--- src/rtl/ff3_pkg.sv ---
// Shared widths, reset polarity and FSM encoding for the FF3 stage.
// The stage itself is configured with the FF3_REDIRECT_CNT_EN macro, see ff3.sv.
package ff3_pkg;

    localparam logic RST_ENABLE  = 1'b1;

    localparam int REG_ADDR_W  = 7;
    localparam int DATA_W      = 128;
    localparam int UID_W       = 3;
    localparam int ADDR_W      = 32;
    localparam int DRAIN_CNT_W = 3;
    localparam int PERF_CNT_W  = 32;

    typedef enum logic [1:0] {
        ST_IDLE     = 2'b00,
        ST_REDIRECT = 2'b01,
        ST_DRAIN    = 2'b10
    } ff3_state_t;

    // True when the accepted cycle being processed is the last one of the drain window.
    function automatic logic drain_last(input logic [DRAIN_CNT_W-1:0] cnt);
        return cnt <= DRAIN_CNT_W'(1);
    endfunction

endpackage

--- src/rtl/ff3_lane.sv ---
// One write-back lane of FF3: registers rtaddr/wreg/rt/uid.
// clear kills the write enable, hold freezes the lane, squash captures with the write enable dropped.
module ff3_lane
    import ff3_pkg::*;
(
    input  logic                  clk,
    input  logic                  rst,
    input  logic                  hold,
    input  logic                  squash,
    input  logic                  clear,
    input  logic [REG_ADDR_W-1:0] src_rtaddr,
    input  logic                  src_wreg,
    input  logic [DATA_W-1:0]     src_rt,
    input  logic [UID_W-1:0]      src_uid,
    output logic [REG_ADDR_W-1:0] rtaddr,
    output logic                  wreg,
    output logic [DATA_W-1:0]     rt,
    output logic [UID_W-1:0]      uid
);

    // Data fields simply hold on clear; only the write enable needs killing.
    always_ff @(posedge clk) begin
        if (rst == RST_ENABLE) begin
            rtaddr <= '0;
            wreg   <= 1'b0;
            rt     <= '0;
            uid    <= '0;
        end else if (clear) begin
            wreg   <= 1'b0;
        end else if (!hold) begin
            rtaddr <= src_rtaddr;
            wreg   <= src_wreg & ~squash;
            rt     <= src_rt;
            uid    <= src_uid;
        end
    end

endmodule

--- src/rtl/ff3.sv ---
// FF3 pipeline stage: registers both lanes and the branch fields, and issues the fetch redirect
// followed by a drain window. Optional redirect counter port enabled by FF3_REDIRECT_CNT_EN.
module ff3
    import ff3_pkg::*;
#(
    parameter int unsigned DRAIN_CYCLES = 2
) (
    input  logic                  clk,
    input  logic                  rst,
    input  logic                  stall,
    input  logic                  flush,

    input  logic [REG_ADDR_W-1:0] iff3_rtaddr_e,
    input  logic [REG_ADDR_W-1:0] iff3_rtaddr_o,
    input  logic                  iff3_wreg_e,
    input  logic                  iff3_wreg_o,
    input  logic [DATA_W-1:0]     iff3_rt_e,
    input  logic [DATA_W-1:0]     iff3_rt_o,
    input  logic [UID_W-1:0]      iff3_uid_e,
    input  logic [UID_W-1:0]      iff3_uid_o,
    input  logic [ADDR_W-1:0]     iff3_memory_addr_o,
    input  logic                  iff3_branch_flag,
    input  logic [ADDR_W-1:0]     iff3_branch_target_addr,
    input  logic [ADDR_W-1:0]     iff3_link_addr,
    input  logic                  iff3_is_in_delayslot,

    output logic [REG_ADDR_W-1:0] ff3_rtaddr_e,
    output logic [REG_ADDR_W-1:0] ff3_rtaddr_o,
    output logic                  ff3_wreg_e,
    output logic                  ff3_wreg_o,
    output logic [DATA_W-1:0]     ff3_rt_e,
    output logic [DATA_W-1:0]     ff3_rt_o,
    output logic [UID_W-1:0]      ff3_uid_e,
    output logic [UID_W-1:0]      ff3_uid_o,
    output logic [ADDR_W-1:0]     ff3_memory_addr_o,
    output logic                  ff3_branch_flag,
    output logic [ADDR_W-1:0]     ff3_branch_target_addr,
    output logic [ADDR_W-1:0]     ff3_link_addr,
    output logic                  ff3_is_in_delayslot,

    output logic                  redirect_valid,
    output logic [ADDR_W-1:0]     redirect_pc,
`ifdef FF3_REDIRECT_CNT_EN
    output logic [PERF_CNT_W-1:0] ff3_redirect_cnt,
`endif
    output logic                  ff3_busy
);

    ff3_state_t             state;
    ff3_state_t             state_next;
    logic [DRAIN_CNT_W-1:0] drain_cnt;
    logic [DRAIN_CNT_W-1:0] drain_cnt_next;

    logic accept;
    logic squash;
    logic redirect_entry;

    assign accept         = ~stall & ~flush;
    // Delay-slot instructions survive the drain window untouched.
    assign squash         = (state == ST_DRAIN) & ~iff3_is_in_delayslot;
    assign redirect_entry = accept & (state == ST_IDLE) & iff3_branch_flag;

    ff3_lane u_lane_e (
        .clk        (clk),
        .rst        (rst),
        .hold       (stall),
        .squash     (squash),
        .clear      (flush),
        .src_rtaddr (iff3_rtaddr_e),
        .src_wreg   (iff3_wreg_e),
        .src_rt     (iff3_rt_e),
        .src_uid    (iff3_uid_e),
        .rtaddr     (ff3_rtaddr_e),
        .wreg       (ff3_wreg_e),
        .rt         (ff3_rt_e),
        .uid        (ff3_uid_e)
    );

    ff3_lane u_lane_o (
        .clk        (clk),
        .rst        (rst),
        .hold       (stall),
        .squash     (squash),
        .clear      (flush),
        .src_rtaddr (iff3_rtaddr_o),
        .src_wreg   (iff3_wreg_o),
        .src_rt     (iff3_rt_o),
        .src_uid    (iff3_uid_o),
        .rtaddr     (ff3_rtaddr_o),
        .wreg       (ff3_wreg_o),
        .rt         (ff3_rt_o),
        .uid        (ff3_uid_o)
    );

    always_ff @(posedge clk) begin
        if (rst == RST_ENABLE) begin
            ff3_memory_addr_o      <= '0;
            ff3_branch_flag        <= 1'b0;
            ff3_branch_target_addr <= '0;
            ff3_link_addr          <= '0;
            ff3_is_in_delayslot    <= 1'b0;
        end else if (flush) begin
            ff3_branch_flag        <= 1'b0;
        end else if (!stall) begin
            ff3_memory_addr_o      <= iff3_memory_addr_o;
            ff3_branch_flag        <= iff3_branch_flag & ~squash;
            ff3_branch_target_addr <= iff3_branch_target_addr;
            ff3_link_addr          <= iff3_link_addr;
            ff3_is_in_delayslot    <= iff3_is_in_delayslot;
        end
    end

    always_ff @(posedge clk) begin
        if (rst == RST_ENABLE) begin
            state     <= ST_IDLE;
            drain_cnt <= '0;
        end else begin
            state     <= state_next;
            drain_cnt <= drain_cnt_next;
        end
    end

    // REDIRECT lasts exactly one cycle even under stall; only flush can cut it short.
    always_comb begin
        state_next     = state;
        drain_cnt_next = drain_cnt;
        if (flush) begin
            state_next     = ST_IDLE;
            drain_cnt_next = '0;
        end else begin
            case (state)
                ST_IDLE: begin
                    if (redirect_entry) begin
                        state_next = ST_REDIRECT;
                    end
                end
                ST_REDIRECT: begin
                    state_next     = ST_DRAIN;
                    drain_cnt_next = DRAIN_CNT_W'(DRAIN_CYCLES);
                end
                ST_DRAIN: begin
                    if (!stall) begin
                        if (drain_last(drain_cnt)) begin
                            state_next     = ST_IDLE;
                            drain_cnt_next = '0;
                        end else begin
                            drain_cnt_next = drain_cnt - DRAIN_CNT_W'(1);
                        end
                    end
                end
                default: begin
                    state_next     = ST_IDLE;
                    drain_cnt_next = '0;
                end
            endcase
        end
    end

    assign redirect_valid = (state == ST_REDIRECT) & ~flush;
    assign redirect_pc    = redirect_valid ? ff3_branch_target_addr : '0;
    assign ff3_busy       = (state != ST_IDLE);

`ifdef FF3_REDIRECT_CNT_EN
    always_ff @(posedge clk) begin
        if (rst == RST_ENABLE) begin
            ff3_redirect_cnt <= '0;
        end else if (redirect_entry) begin
            ff3_redirect_cnt <= ff3_redirect_cnt + PERF_CNT_W'(1);
        end
    end
`endif

endmodule

--- config.mk ---
export PLATFORM = sky130hd
export DESIGN_NAME = ff3
export DESIGN_NICKNAME = d
export VERILOG_FILES = /design/src/rtl/ff3_pkg.sv /design/src/rtl/ff3_lane.sv /design/src/rtl/ff3.sv
export SDC_FILE = /design/constraint.sdc
export NUM_CORES = 1
export LEC_CHECK = 0
export BUFFER_PORTS_ARGS = -buffer_cell sky130_fd_sc_hd__buf_2
export CAP_MARGIN = 20
export CORE_AREA = 2 2 310 312
export DETAILED_ROUTE_END_ITERATION = 7
export DIE_AREA = 0 0 312 314
export HOLD_SLACK_MARGIN = 0.06
export PLACE_DENSITY = 0.42
export SLEW_MARGIN = 20
export SYNTH_ARGS = -nofsm -noshare
export SYNTH_HDL_FRONTEND = slang
export SYNTH_SLANG_ARGS = --single-unit
--- constraint.sdc ---
create_clock -name clk -period 1.9 [get_ports clk]
set_input_delay 0 -clock clk [delete_from_list [all_inputs] [get_ports clk]]
set_output_delay 0 -clock clk [all_outputs]
set_load 0.02 [all_outputs]
==> summary.md <==
| Metric | Value |
|---|---|
| Crit Path Max Fanout | `8` |
| LEAKAGE | `11.8 nW` |
| Synth area leader | `dfxtp_1` |
| Mapped Cells | `between 1500 and 2000` |
| R2R depth | `8` |
| Ys flop type | `dfxtp_1` |
| First-pass GRT wire length | `93200 µm` |
| Fmax | `about 0.53 GHz` |
| Post-synthesis compound-gate area fraction | `0.146` |
| Hold Slack | `approximately 0.13 ns` |
| Hold crit path type | `input pin to flop` |
| Drt drc | `0` |
| CP Launch Type | `flop` |
| Fin crit period | `1.89 ns` |
| Area Growth Syn to Fin | `94.4%` |
| Vias in the first global route | `16400` |
| Syn avg cell area | `roughly 7.8 µm²` |
| Root Driver | `clkbuf_16` |
| # setup viols final | `0` |
| Hold endpoint | `state[1]` |
| Critical path class | `flop to output pin` |
| HP Start | `flush` |
| Critical path data required time | `around 1.9 ns` |
| Max Slew Vio Count | `0` |
| Core area | `94400 µm²` |
| Post-DP HPWL | `42200 µm` |
| Grt met1 use | `0.139` |
| Top-area cell type share of the netlist area | `0.568` |
| H-tree Lvls | `2` |
| Largest family of logic cells by synthesized area | `simple AND/OR/NAND/NOR gates` |
| Sequential fraction of the synthesis area | `0.568` |
| Vias | `roughly 16000` |
| Die area | `around 100000 µm²` |
| Synth Area in Adders | `0.00652` |
| Post-synth net total | `2098` |
| DRT iter0 DRCs | `769` |
| Largest net degree at the start of global routing | `111` |
| Multi-input gate area | `5290 µm²` |
| Pwr per Cell Area | `791 nW/µm²` |
| Worst vdd ir | `0.526 mV` |
| Reg-to-Reg Start | `state[1]` |
| WHS Path Cells | `5` |
| Clk slew on worst S/H paths | `0.06 ns` |
| Clock Sinks | `381` |
| Seq. cell area | `7630 µm²` |
| DP Area | `18900 µm²` |
| Num CTS Buffers | `46` |
| Post-synth top cells | `nand2_1, dfxtp_1, a21oi_1` |
| Initial antenna violation count | `1` |
| Layout cells sized above 1 | `0.320` |
| Post-synthesis mux area share | `0.00149` |
| Slew Limit Headroom | `0.582` |
| Reg2reg end | `drain_cnt[0]` |
| Clock latency on the worst-skew pair | `0.59 ns` |
| WL/cell | `14.5 µm` |
| Final setup margin | `~0.009 ns` |
| Met2 Track Usage GR | `0.208` |
| EDFF count, synth | `0` |
| Die Y | `approximately 310 µm` |
| Flops & latches, synth | `approximately 380` |
| Slew @ Worst Pin | `0.626 ns` |
| Endpoints failing hold | `0` |
| Final WL | `~62000 µm` |
| Layer with the highest usage | `met2` |
| Post-Synth XOR/XNOR Area | `0` |
| Synth top area cells | `dfxtp_1, nand2_1, a21oi_1, buf_2, and2_1` |
| Initial DRT Pass Iterations | `5` |
| Synth Warn # | `0` |
| Final Cell Area | `between 20000 and 30000 µm²` |
| Clk buf depth | `3` |
| Post-layout util | `0.276` |
| GRT Total Usage | `0.119` |
| Period utilization | `0.995` |
| Mapped Area | `13400 µm²` |
| Distinct cells, synth | `28` |
| Port Buf Inserts | `around 790` |
| Worst setup EP type | `output pin` |
| Async set or reset register ratio after synthesis | `0` |
| Die width | `roughly 310 µm` |
| Unrepaired setup endpoints after global routing | `yes` |
| CTS tree | `yes` |
| Final GP Congestion | `0.829` |
| Dpl ws | `between 0.2 and 0.25 ns` |
| Top-level I/O count | `790` |
| Most frequent cell after synthesis | `nand2_1` |
| Total global routing overflow | `0` |
| Synth Area in Simple Gates | `0.232` |
| Clock Skew | `0.0108 ns` |
| Outcome | `complete, no violations` |
| Fillcell total | `between 10000 and 15000` |
| FF-to-FF setup slack | `0.12 ns` |
| Crit path arrival time | `~1.9 ns` |
| Max Cap Viol | `0` |
| Final #Nets | `~3400` |
| Starting Density | `0.142` |
| # rows | `113` |
| GR Util met3 | `0.0279` |
| ANT nets after route | `0` |
| Via density | `between 3 and 4` |
[cells by family (layout without fill, tap and decap cells)]
| family | Yosys count | in the layout |
|---|---|---|
| AOI/OAI and AO/OA | 385 | 385 |
| adders and majority gates | 7 | 7 |
| buffers and inverters | 137 | 1452 |
| DFF | 381 | 381 |
| muxes | 2 | 2 |
| other | 0 | 1 |
| and+or+nand+nor | 799 | 799 |
[registers in the layout, indices dropped and copies added, names as in the netlist]
signal                  flops
u_lane_e.rtaddr             7
ff3_branch_flag             1
ff3_memory_addr_o          32
ff3_link_addr              32
u_lane_o.rt               128
ff3_branch_target_addr     32
u_lane_o.rtaddr             7
drain_cnt                   3
ff3_is_in_delayslot         1
u_lane_e.wreg               1
state                       2
u_lane_o.uid                3
u_lane_e.rt               128
u_lane_e.uid                3
u_lane_o.wreg               1
[layer usage]
metal | up-vias | share of wire
met5 | - | 0
met4 | 0 | 0.037
met3 | 113 | 0.059
met2 | 546 | 0.49
met1 | 7481 | 0.41
li1 | 8043 | -
[where the power goes]
group / internal (W) / leakage (nW) / switching (W) / total [W]
combinational: 0.00154 / 7.94 / 0.00166 / 0.00320
clock: 0.00527 / 0.747 / 0.00363 / 0.00890
sequential: 0.00836 / 3.12 / 0.000191 / 0.00855
total: 0.0152 / 11.8 / 0.00548 / 0.0206
[worst max-delay path, cell delays in order, from the launching register on]
cell and delay, ns:
dfxtp_2 0.33, inv_4 0.06, ha_4 0.12, nor2b_4 0.18, buf_12 0.15, buf_16 0.17
and2_4 0.16, buf_6 0.11
[what timing repair did]
item / CTS / global route
buffers inserted: 7 / 7
resized for setup: 110 / 3
gates cloned: 4 / 2
endpoints found under the setup margin: 33 / 59
hold endpoints to repair: 381 / 1
hold buffers: 509 / 1
pin swaps: 17 / 5
[area by class of cell]
| type | count | share of cell area |
|---|---|---|
| timing repair buffer | 1364 | 0.385 |
| sequential | 381 | 0.292 |
| multi-input combinational | 1193 | 0.203 |
| tap | 1265 | 0.0606 |
| clock buffer | 70 | 0.0529 |
| antenna | 1 | 0.0000958 |
| inverter | 7 | 0.00110 |
| clock inverter | 11 | 0.00503 |
[worst max-delay path by stage]
stage / slack, ns / end / cells after the start / startpoint
2_1_floorplan: 0.39 / drain_cnt[0] / 6 / state[0]
3_3_place_gp: 0.21 / drain_cnt[0] / 6 / state[0]
3_5_place_dp: 0.21 / drain_cnt[0] / 6 / state[0]
4_1_cts: -0.13 / redirect_pc[21] / 8 / state[1]
5_1_grt: -0.11 / redirect_pc[30] / 7 / state[1]
6_report: 0.009 / redirect_pc[5] / 7 / state[1]
[cell usage in the layout, fill, tap and decap left out, types with 6 or more instances in the layout]
cell / instances
clkbuf_16: 48
clkbuf_1: 10
a21oi_1: 376
buf_4: 43
clkbuf_8: 14
buf_6: 33
buf_2: 755
buf_12: 18
inv_1: 6
dlygate4sd3_1: 509
ha_1: 6
nand2_1: 749
dfxtp_1: 379
and2_4: 32
[metrics by stage]
| stage | instances | setup TNS (ns) | power (W) |
|---|---|---|---|
| final | 4292 | 0 | 0.0206 |
| after global routing | 4292 | -1.93 | 0.0216 |
| after CTS | 4284 | -2.69 | 0.0210 |
| after detailed placement | 3683 | 0 | 0.0111 |
| after global placement | 3683 | 0 | 0.0111 |
| after floorplan | 1711 | 0 | 0.00990 |
(Power assumes the default switching activity.)
